[src/rtl/lfsr_arbiter_pkg.sv]
// Shared types and constants for the LFSR arbiter and its shift-register core.
package lfsr_arbiter_pkg;

  localparam int unsigned N_REQ  = 2;
  localparam int unsigned LFSR_W = 8;

  // Feedback taps s[7]^s[5]^s[4]^s[3]
  localparam logic [LFSR_W-1:0] TAPS = 8'b1011_1000;

  typedef enum logic [1:0] {
    IDLE    = 2'd0,
    SHIFT   = 2'd1,
    DELIVER = 2'd2
  } state_t;

  // Round-robin winner index: a lone requester wins, on contention the one that did not win last time
  function automatic logic rr_pick(input logic [N_REQ-1:0] r, input logic last);
    logic win;
    win = ~last;
    if (r == 2'b01) begin
      win = 1'b0;
    end else if (r == 2'b10) begin
      win = 1'b1;
    end
    return win;
  endfunction

endpackage

[src/rtl/lfsr_core.sv]
// Fibonacci LFSR: shifts left, feedback enters at bit 0; load has priority over step.
module lfsr_core
  import lfsr_arbiter_pkg::*;
#(
  parameter int unsigned       WIDTH     = LFSR_W,
  parameter logic [WIDTH-1:0]  RESET_VAL = WIDTH'(1),
  parameter logic [WIDTH-1:0]  TAP_MASK  = WIDTH'(TAPS)
) (
  input  logic             clk,
  input  logic             rst_n,
  input  logic             en,
  input  logic             load,
  input  logic [WIDTH-1:0] load_val,
  output logic [WIDTH-1:0] q,
  output logic [WIDTH-1:0] q_next_c
);

  logic fb;

  // Next value after one step, exposed so the owner can capture the final byte on the last step
  always_comb begin
    fb       = ^(q & TAP_MASK);
    q_next_c = {q[WIDTH-2:0], fb};
  end

  // Shift register state
  always_ff @(posedge clk or negedge rst_n) begin
    if (!rst_n) begin
      q <= RESET_VAL;
    end else if (load) begin
      q <= load_val;
    end else if (en) begin
      q <= q_next_c;
    end
  end

endmodule

[src/rtl/lfsr_arbiter.sv]
// Shares one LFSR between two requesters; each grant delivers WIDTH freshly shifted bits.
module lfsr_arbiter
  import lfsr_arbiter_pkg::*;
#(
  parameter int unsigned      WIDTH        = LFSR_W,
  parameter logic [WIDTH-1:0] SEED_DEFAULT = WIDTH'(8'h01)
) (
  input  logic             CLK,
  input  logic             ASYNCRESETN,
  input  logic             seed_valid,
  input  logic [WIDTH-1:0] seed_data,
  output logic             seed_ready,
  input  logic [N_REQ-1:0] req,
  output logic [N_REQ-1:0] gnt,
  output logic             rvalid,
  output logic [WIDTH-1:0] rdata,
  output logic             busy
);

  localparam int unsigned CNT_W = (WIDTH > 1) ? $clog2(WIDTH) : 1;

  state_t           state_q, state_d;
  logic [CNT_W-1:0] cnt_q, cnt_d;
  logic             owner_q, owner_d;
  logic             last_q, last_d;
  logic [WIDTH-1:0] rdata_q, rdata_d;
  logic [N_REQ-1:0] gnt_q, gnt_d;
  logic             rvalid_q, rvalid_d;
  logic             busy_q, busy_d;
  logic             seed_ready_q, seed_ready_d;

  logic             lfsr_en;
  logic             lfsr_load;
  logic [WIDTH-1:0] lfsr_load_val;
  logic [WIDTH-1:0] lfsr_q;
  logic [WIDTH-1:0] lfsr_next;

  lfsr_core #(
    .WIDTH     (WIDTH),
    .RESET_VAL (SEED_DEFAULT),
    .TAP_MASK  (WIDTH'(TAPS))
  ) u_core (
    .clk      (CLK),
    .rst_n    (ASYNCRESETN),
    .en       (lfsr_en),
    .load     (lfsr_load),
    .load_val (lfsr_load_val),
    .q        (lfsr_q),
    .q_next_c (lfsr_next)
  );

  // An all-zero seed would lock the LFSR, so it is swapped for the default
  always_comb begin
    lfsr_load_val = (seed_data == '0) ? SEED_DEFAULT : seed_data;
  end

  // Next-state, arbitration and next-output logic
  always_comb begin
    state_d   = state_q;
    cnt_d     = cnt_q;
    owner_d   = owner_q;
    last_d    = last_q;
    rdata_d   = rdata_q;
    gnt_d     = '0;
    rvalid_d  = 1'b0;
    lfsr_en   = 1'b0;
    lfsr_load = 1'b0;

    case (state_q)
      IDLE: begin
        if (seed_valid) begin
          lfsr_load = 1'b1;
        end else if (req != '0) begin
          owner_d = rr_pick(req, last_q);
          cnt_d   = '0;
          state_d = SHIFT;
        end
      end
      SHIFT: begin
        lfsr_en = 1'b1;
        cnt_d   = cnt_q + CNT_W'(1);
        if (cnt_q == CNT_W'(WIDTH - 1)) begin
          // Outputs are registered, so the byte and grant are set up on the last step
          state_d  = DELIVER;
          rdata_d  = lfsr_next;
          gnt_d    = N_REQ'(1) << owner_q;
          rvalid_d = 1'b1;
        end
      end
      DELIVER: begin
        last_d  = owner_q;
        state_d = IDLE;
      end
      default: begin
        state_d = IDLE;
      end
    endcase

    busy_d       = (state_d != IDLE);
    seed_ready_d = (state_d == IDLE);
  end

  // State and output registers
  always_ff @(posedge CLK or negedge ASYNCRESETN) begin
    if (!ASYNCRESETN) begin
      state_q      <= IDLE;
      cnt_q        <= '0;
      owner_q      <= 1'b0;
      last_q       <= 1'b1;
      rdata_q      <= '0;
      gnt_q        <= '0;
      rvalid_q     <= 1'b0;
      busy_q       <= 1'b0;
      seed_ready_q <= 1'b1;
    end else begin
      state_q      <= state_d;
      cnt_q        <= cnt_d;
      owner_q      <= owner_d;
      last_q       <= last_d;
      rdata_q      <= rdata_d;
      gnt_q        <= gnt_d;
      rvalid_q     <= rvalid_d;
      busy_q       <= busy_d;
      seed_ready_q <= seed_ready_d;
    end
  end

  assign gnt        = gnt_q;
  assign rvalid     = rvalid_q;
  assign rdata      = rdata_q;
  assign busy       = busy_q;
  assign seed_ready = seed_ready_q;

endmodule

[config.mk]
export PLATFORM = sky130hd
export DESIGN_NAME = lfsr_arbiter
export DESIGN_NICKNAME = d
export VERILOG_FILES = /design/src/rtl/lfsr_arbiter_pkg.sv /design/src/rtl/lfsr_core.sv /design/src/rtl/lfsr_arbiter.sv
export SDC_FILE = /design/constraint.sdc
export NUM_CORES = 1
export LEC_CHECK = 0
export CAP_MARGIN = 0
export CORE_MARGIN = 2
export CORE_UTILIZATION = 44
export CTS_BUF_LIST = sky130_fd_sc_hd__clkbuf_16
export DETAILED_ROUTE_END_ITERATION = 10
export GPL_ROUTABILITY_DRIVEN = 1
export PLACE_DENSITY = 0.73
export SYNTH_ARGS = -nofsm -noshare
export SYNTH_HDL_FRONTEND = slang
export SYNTH_SLANG_ARGS = --single-unit
[constraint.sdc]
create_clock -name CLK -period 1.5 [get_ports CLK]
set_clock_uncertainty 0.1 [all_clocks]
set_input_delay 0.3 -clock CLK [delete_from_list [all_inputs] [get_ports CLK]]
set_output_delay 0.3 -clock CLK [all_outputs]
set_load 0.1 [all_outputs]
==> results.sh, run 1 <==
export IMPL_die_h_um=57.2
export IMPL_hold_viol_final=0
export IMPL_synth_area_mm2=0.00125
export IMPL_worstSetupPathType="reg -> reg"
export IMPL_pin_count=26
export IMPL_grt_max_degree=29
export IMPL_top_usage_layer="met2"
export IMPL_grt_pass1_vias=992
export IMPL_die_x_um=57.2
export IMPL_rows=19
export IMPL_fillCellCount=202
export IMPL_final_common_cell="dfrtp_1"
export IMPL_cts_tree="done"
export IMPL_relSlewSlack_pct=77.4
export IMPL_yosys_cell_types_count=32
export IMPL_grt_pass1_wl_um=4620
export IMPL_ctsHoldBuffers=0
export IMPL_setup_violations=0
export IMPL_routed_wl_um=2630
export IMPL_cap_violations=0
export IMPL_worst_setup_path_start_kind="register"
export IMPL_gp_congestion=0.796
export IMPL_yosysTopAreaCellShare_pct=50.2
export IMPL_drc=0
export IMPL_cts_max_path_buffers=2
export IMPL_place_area_mm2=0.00171
export IMPL_cts_buffers=3
export IMPL_dr_pass1_iters=4
export IMPL_path_clk_slew_ps=60
export IMPL_area_growth_pct=46.2
export IMPL_synth_fp_nets=120
export IMPL_die_area_mm2=0.00328
export IMPL_htreeDepth=1
export IMPL_synth_seq_cells=28
export IMPL_portBuffers=25
export IMPL_cts_sinks=28
export IMPL_wire_per_inst_um=15.6
export IMPL_vias_per_cell=5.72
export IMPL_cp_arrival_ps=1510
export IMPL_report_final_slew_viol_count=0
export IMPL_fin_tns_setup_ps=0
export IMPL_ant_nets=0
export IMPL_routed_via_count=967
export IMPL_reg2reg_slack_ps=40
export IMPL_crit_path_start="cnt_q[0]"
export IMPL_globalRouteTotalUtil_pct=18.7
export IMPL_tightestPinTransition_ps=339
export IMPL_post_dp_hpwl_um=1880
export IMPL_grtUsageMet1_pct=24.9
export IMPL_met3_usage_pct=3.63
export IMPL_yosysWarnings=0
export IMPL_synth_area_leaders="dfrtp_1, o22ai_1, mux2_2, dfstp_2, a21oi_1"
export IMPL_synthCells=104
export IMPL_syn_area_per_cell_um2=12.0
export IMPL_overflow=0
export IMPL_layout_drive_gt1_share_pct=32.6
export IMPL_final_nets=155
export IMPL_insertion_delay_ps=260
export IMPL_endpoint_kind="register"
export IMPL_timing_fmax_mhz=683
export IMPL_period_needed_ps=1460
export IMPL_postLayoutCellArea_mm2=0.00182
export IMPL_core_area_mm2=0.00273
export IMPL_cp_max_fo=4
export IMPL_use_met2_pct=30.5
export IMPL_cts_root_buf="clkbuf_16"
export IMPL_final_cell_mix="dfrtp_1, o22ai_1, buf_12"
export IMPL_synth_area_leader_cell="dfrtp_1"
export IMPL_grt_antenna_before_repair=0
export IMPL_fin_crit_sh_pct=97.7
export IMPL_status="completed"
export IMPL_rsz0062_at_grt="true"
export IMPL_cp_required_ps=1550
export IMPL_start_util_pct=45.6
export IMPL_min_path_type="in -> async"
export IMPL_drtIter0Drc=48
export IMPL_rr_startpoint="cnt_q[0]"
export IMPL_diodes=0
export IMPL_seq_area_frac_synth_pct=56.5
logic make-up (layout without fill, tap and decap cells):
family	Yosys count	count (layout)	share of synthesized area, %
simple gates	21	22	10.8
mux	8	8	7.22
fa+ha+maj	3	3	3.01
compound gates	33	33	16.8
buf+inv	8	41	3.61
xor+xnor	3	3	2.11
flops	28	28	56.5
synthesized netlist by cell type, drive strengths merged:
| library cell | n |
|---|---|
| a21o | 1 |
| a21oi | 9 |
| a221oi | 1 |
| a22o | 2 |
| a32o | 1 |
| and2 | 2 |
| and2b | 1 |
| and3 | 1 |
| buf | 5 |
| dfrtp | 25 |
| dfstp | 3 |
| ha | 3 |
| inv | 3 |
| mux2 | 8 |
| nand2 | 5 |
| nand2b | 2 |
| nand3 | 1 |
| nand3b | 2 |
| nor2 | 2 |
| nor2b | 2 |
| nor3 | 2 |
| nor4 | 1 |
| o21ai | 3 |
| o21bai | 1 |
| o22ai | 15 |
| xnor2 | 3 |
registers in the layout (all words and copies together), names as in the netlist:
name / count
busy: 1
state_q: 2
rvalid: 1
owner_q: 1
last_q: 1
u_core.q: 8
rdata: 8
seed_ready: 1
gnt: 2
cnt_q: 3
worst max-delay path: stages, from the launching register on:
cell      delay [ps]
dfrtp_1          390
ha_2             210
ha_4             180
nand3b_2         130
mux2_2           350
routing by layer:
metal | up-vias | share of wire (%)
met1 | 467 | 43
met2 | 40 | 49
met3 | 5 | 5.8
met4 | 0 | 1.4
li1 | 455 | -
met5 | - | 0
per-stage QoR:
stage          hold slack [ps]  std cells  setup WS (ps)  utilization (%)
6_report                   298        169           35.2             66.7
5_1_grt                    308        169          -7.25             66.7
4_1_cts                    303        169           9.19             66.5
3_5_place_dp               373        163           -117             62.5
3_3_place_gp               381        163          -76.0             62.5
2_1_floorplan            -95.6        104           37.0                -
final timing paths:
kind	cells past startpoint	end
max	4	rdata[3]
max in group asynchronous	2	last_q
min	2	rdata[4]
min in group CLK	2	last_q
max reg2reg	4	rdata[3]
min reg2reg	2	last_q
timing repair:
item | in CTS | in global routing
pin swaps | 0 | 1
setup endpoints to repair | 7 | 6
resized for setup | 2 | 2
buffers inserted | 1 | 0
gates cloned | 1 | 0
cell type report:
class                           count  area (um2)  share of cell area [%]
Multi-Input combinational cell     69         531                    29.1
Timing Repair Buffer               34         460                    25.2
Inverter                            3        11.3                   0.617
Clock inverter                      1        3.75                   0.206
Tap cell                           31        38.8                    2.13
Clock buffer                        3        75.1                    4.12
Sequential cell                    28         704                    38.6
Power of run 1 is left out: the tool's default activity adds up to more than one toggle a clock period on the data nets, which glitch-free logic cannot reach.
==> run 2: changes to the inputs <==
--- a/config.mk
+++ b/config.mk
@@ -11,7 +11,7 @@
 export CTS_BUF_LIST = sky130_fd_sc_hd__clkbuf_16
 export DETAILED_ROUTE_END_ITERATION = 10
 export GPL_ROUTABILITY_DRIVEN = 1
-export PLACE_DENSITY = 0.73
+export PLACE_DENSITY_LB_ADDON = 0.12
 export SYNTH_ARGS = -nofsm -noshare
 export SYNTH_HDL_FRONTEND = slang
 export SYNTH_SLANG_ARGS = --single-unit
==> run 2 against run 1 <==
Compared with the run above: setup slack worse by 9.2 ps; sequential share of layout area hardly changed; flip-flop and latch count stayed put; register-to-register slack hardly changed; first-iteration DRC count is 52% lower; via count is 2.6% higher; cell count stayed put; fmax is 0.62% lower; worst hold slack better by 2.2 ps; non-clock buffer count stayed put; routed wire length is 3.0% higher; die area stayed put; largest cell class unchanged; highest routed layer unchanged.
==> results.sh, run 2 (synthesis gave the netlist of run 1 again) <==
export IMPL_crit_path_start="cnt_q[0]"
export IMPL_worst_setup_path_start_kind="register"
export IMPL_min_path_type="in -> async"
export IMPL_globalRouteTotalUtil_pct=18.6
export IMPL_pin_count=26
export IMPL_place_area_mm2=0.00169
export IMPL_die_h_um=57.2
export IMPL_cts_root_buf="clkbuf_16"
export IMPL_insertion_delay_ps=250
export IMPL_ant_nets=0
export IMPL_grt_max_degree=29
export IMPL_relSlewSlack_pct=74.4
export IMPL_start_util_pct=45.6
export IMPL_report_final_slew_viol_count=0
export IMPL_portBuffers=25
export IMPL_path_clk_slew_ps=60
export IMPL_critPathCapture="rdata[7]"
export IMPL_endpoint_kind="register"
export IMPL_htreeDepth=1
export IMPL_cts_tree="done"
export IMPL_postLayoutCellArea_mm2=0.00182
export IMPL_crit_chain="ha_2, ha_4, nand3b_4, mux2_2"
export IMPL_grt_pass1_vias=1009
export IMPL_routed_wl_um=2710
export IMPL_drtIter0Drc=23
export IMPL_reg2reg_slack_ps=30
export IMPL_timing_fmax_mhz=678
export IMPL_tightestPinTransition_ps=385
export IMPL_whs_ps=300
export IMPL_post_route_util_pct=66.7
export IMPL_rsz0062_at_grt="true"
export IMPL_cp_max_fo=5
export IMPL_cts_buffers=3
export IMPL_ff2ff_path_depth=4
export IMPL_cp_arrival_ps=1510
export IMPL_routed_via_count=992
export IMPL_grt_pass1_wl_um=4640
export IMPL_final_common_cell="dfrtp_1"
export IMPL_dr_pass1_iters=4
export IMPL_dp_cells=161
export IMPL_worstSetupPathType="reg -> reg"
export IMPL_wire_per_inst_um=16.0
export IMPL_die_x_um=57.2
export IMPL_overflow=0
export IMPL_core_area_mm2=0.00273
export IMPL_crit_buf_inv=0
export IMPL_setup_violations=0
export IMPL_layout_drive_gt1_share_pct=33.3
export IMPL_cp_required_ps=1540
export IMPL_diodes=0
export IMPL_ctsHoldBuffers=0
export IMPL_slowest_delay_ps=390
export IMPL_grt_antenna_before_repair=0
export IMPL_post_dp_hpwl_um=1830
export IMPL_instances_no_fill=169
export IMPL_drc=0
export IMPL_fin_crit_sh_pct=98.3
export IMPL_final_cell_mix="dfrtp_1, o22ai_1, buf_12"
export IMPL_cap_violations=0
export IMPL_hold_viol_final=0
export IMPL_rows=19
export IMPL_period_needed_ps=1470
export IMPL_area_growth_pct=46.1
export IMPL_r2r_end="rdata[7]"
export IMPL_rr_startpoint="cnt_q[0]"
export IMPL_final_nets=155
export IMPL_vias_per_cell=5.87
export IMPL_crit_family="flip-flops"
export IMPL_cts_sinks=28
export IMPL_slowest_stage="dfrtp_1"
export IMPL_gp_congestion=0.840
export IMPL_cts_max_path_buffers=2
export IMPL_path_depth=4
export IMPL_die_area_mm2=0.00328
export IMPL_status="completed"
run 2: cell count changes in the layout (fill, tap and decap cells not counted):
| cell | previous run | this run |
|---|---|---|
| inv_1 | 3 | 2 |
| clkinv_1 | 0 | 1 |
| nand2b_1 | 2 | 1 |
| mux2_4 | 1 | 0 |
| mux2_2 | 7 | 8 |
| nand2b_2 | 0 | 1 |
run 2: worst register-to-register path: stages, from the launching register on:
cell      delay (ps)
dfrtp_1          390
ha_2             210
ha_4             180
nand3b_4         120
mux2_2           350
run 2: cell type report:
cell class | instances | area (um2)
clock buffer | 3 | 75.1
clock inverter | 1 | 3.75
fill | 221 | 911
inverter | 3 | 11.3
multi-input combinational | 69 | 529
sequential | 28 | 704
tap | 31 | 38.8
timing repair buffer | 34 | 460
run 2: timing repair:
action                     4_1_cts  5_1_grt
gates cloned                     1        0
setup endpoints to repair        7        8
resized for setup                2        2
setup buffers                    2        1
run 2: worst min path at each step:
stage,startpoint,end,slack (ps),cells past startpoint
global route,ASYNCRESETN,rdata[2],320,2
detailed placement,last_q,last_q,380,2
CTS,ASYNCRESETN,rdata[3],300,2
floorplan,ASYNCRESETN,busy,-100,0
global placement,cnt_q[0],cnt_q[0],370,1
finish,ASYNCRESETN,rdata[2],300,2
run 2: per-stage QoR:
stage	setup TNS [ps]	setup slack [ps]
global route	-30.6	-8.36
floorplan	0	37.0
global placement	-427	-66.5
detailed placement	-1070	-124
CTS	0	10.3
finish	0	26.0
run 2: per-layer routing:
layer	part of all wire (%)	track usage (%)
met2	52	31.4
met4	1.7	7.64
met3	5.8	3.40
met5	0	0
met1	41	23.7
Power of run 2 is left out for the same reason.
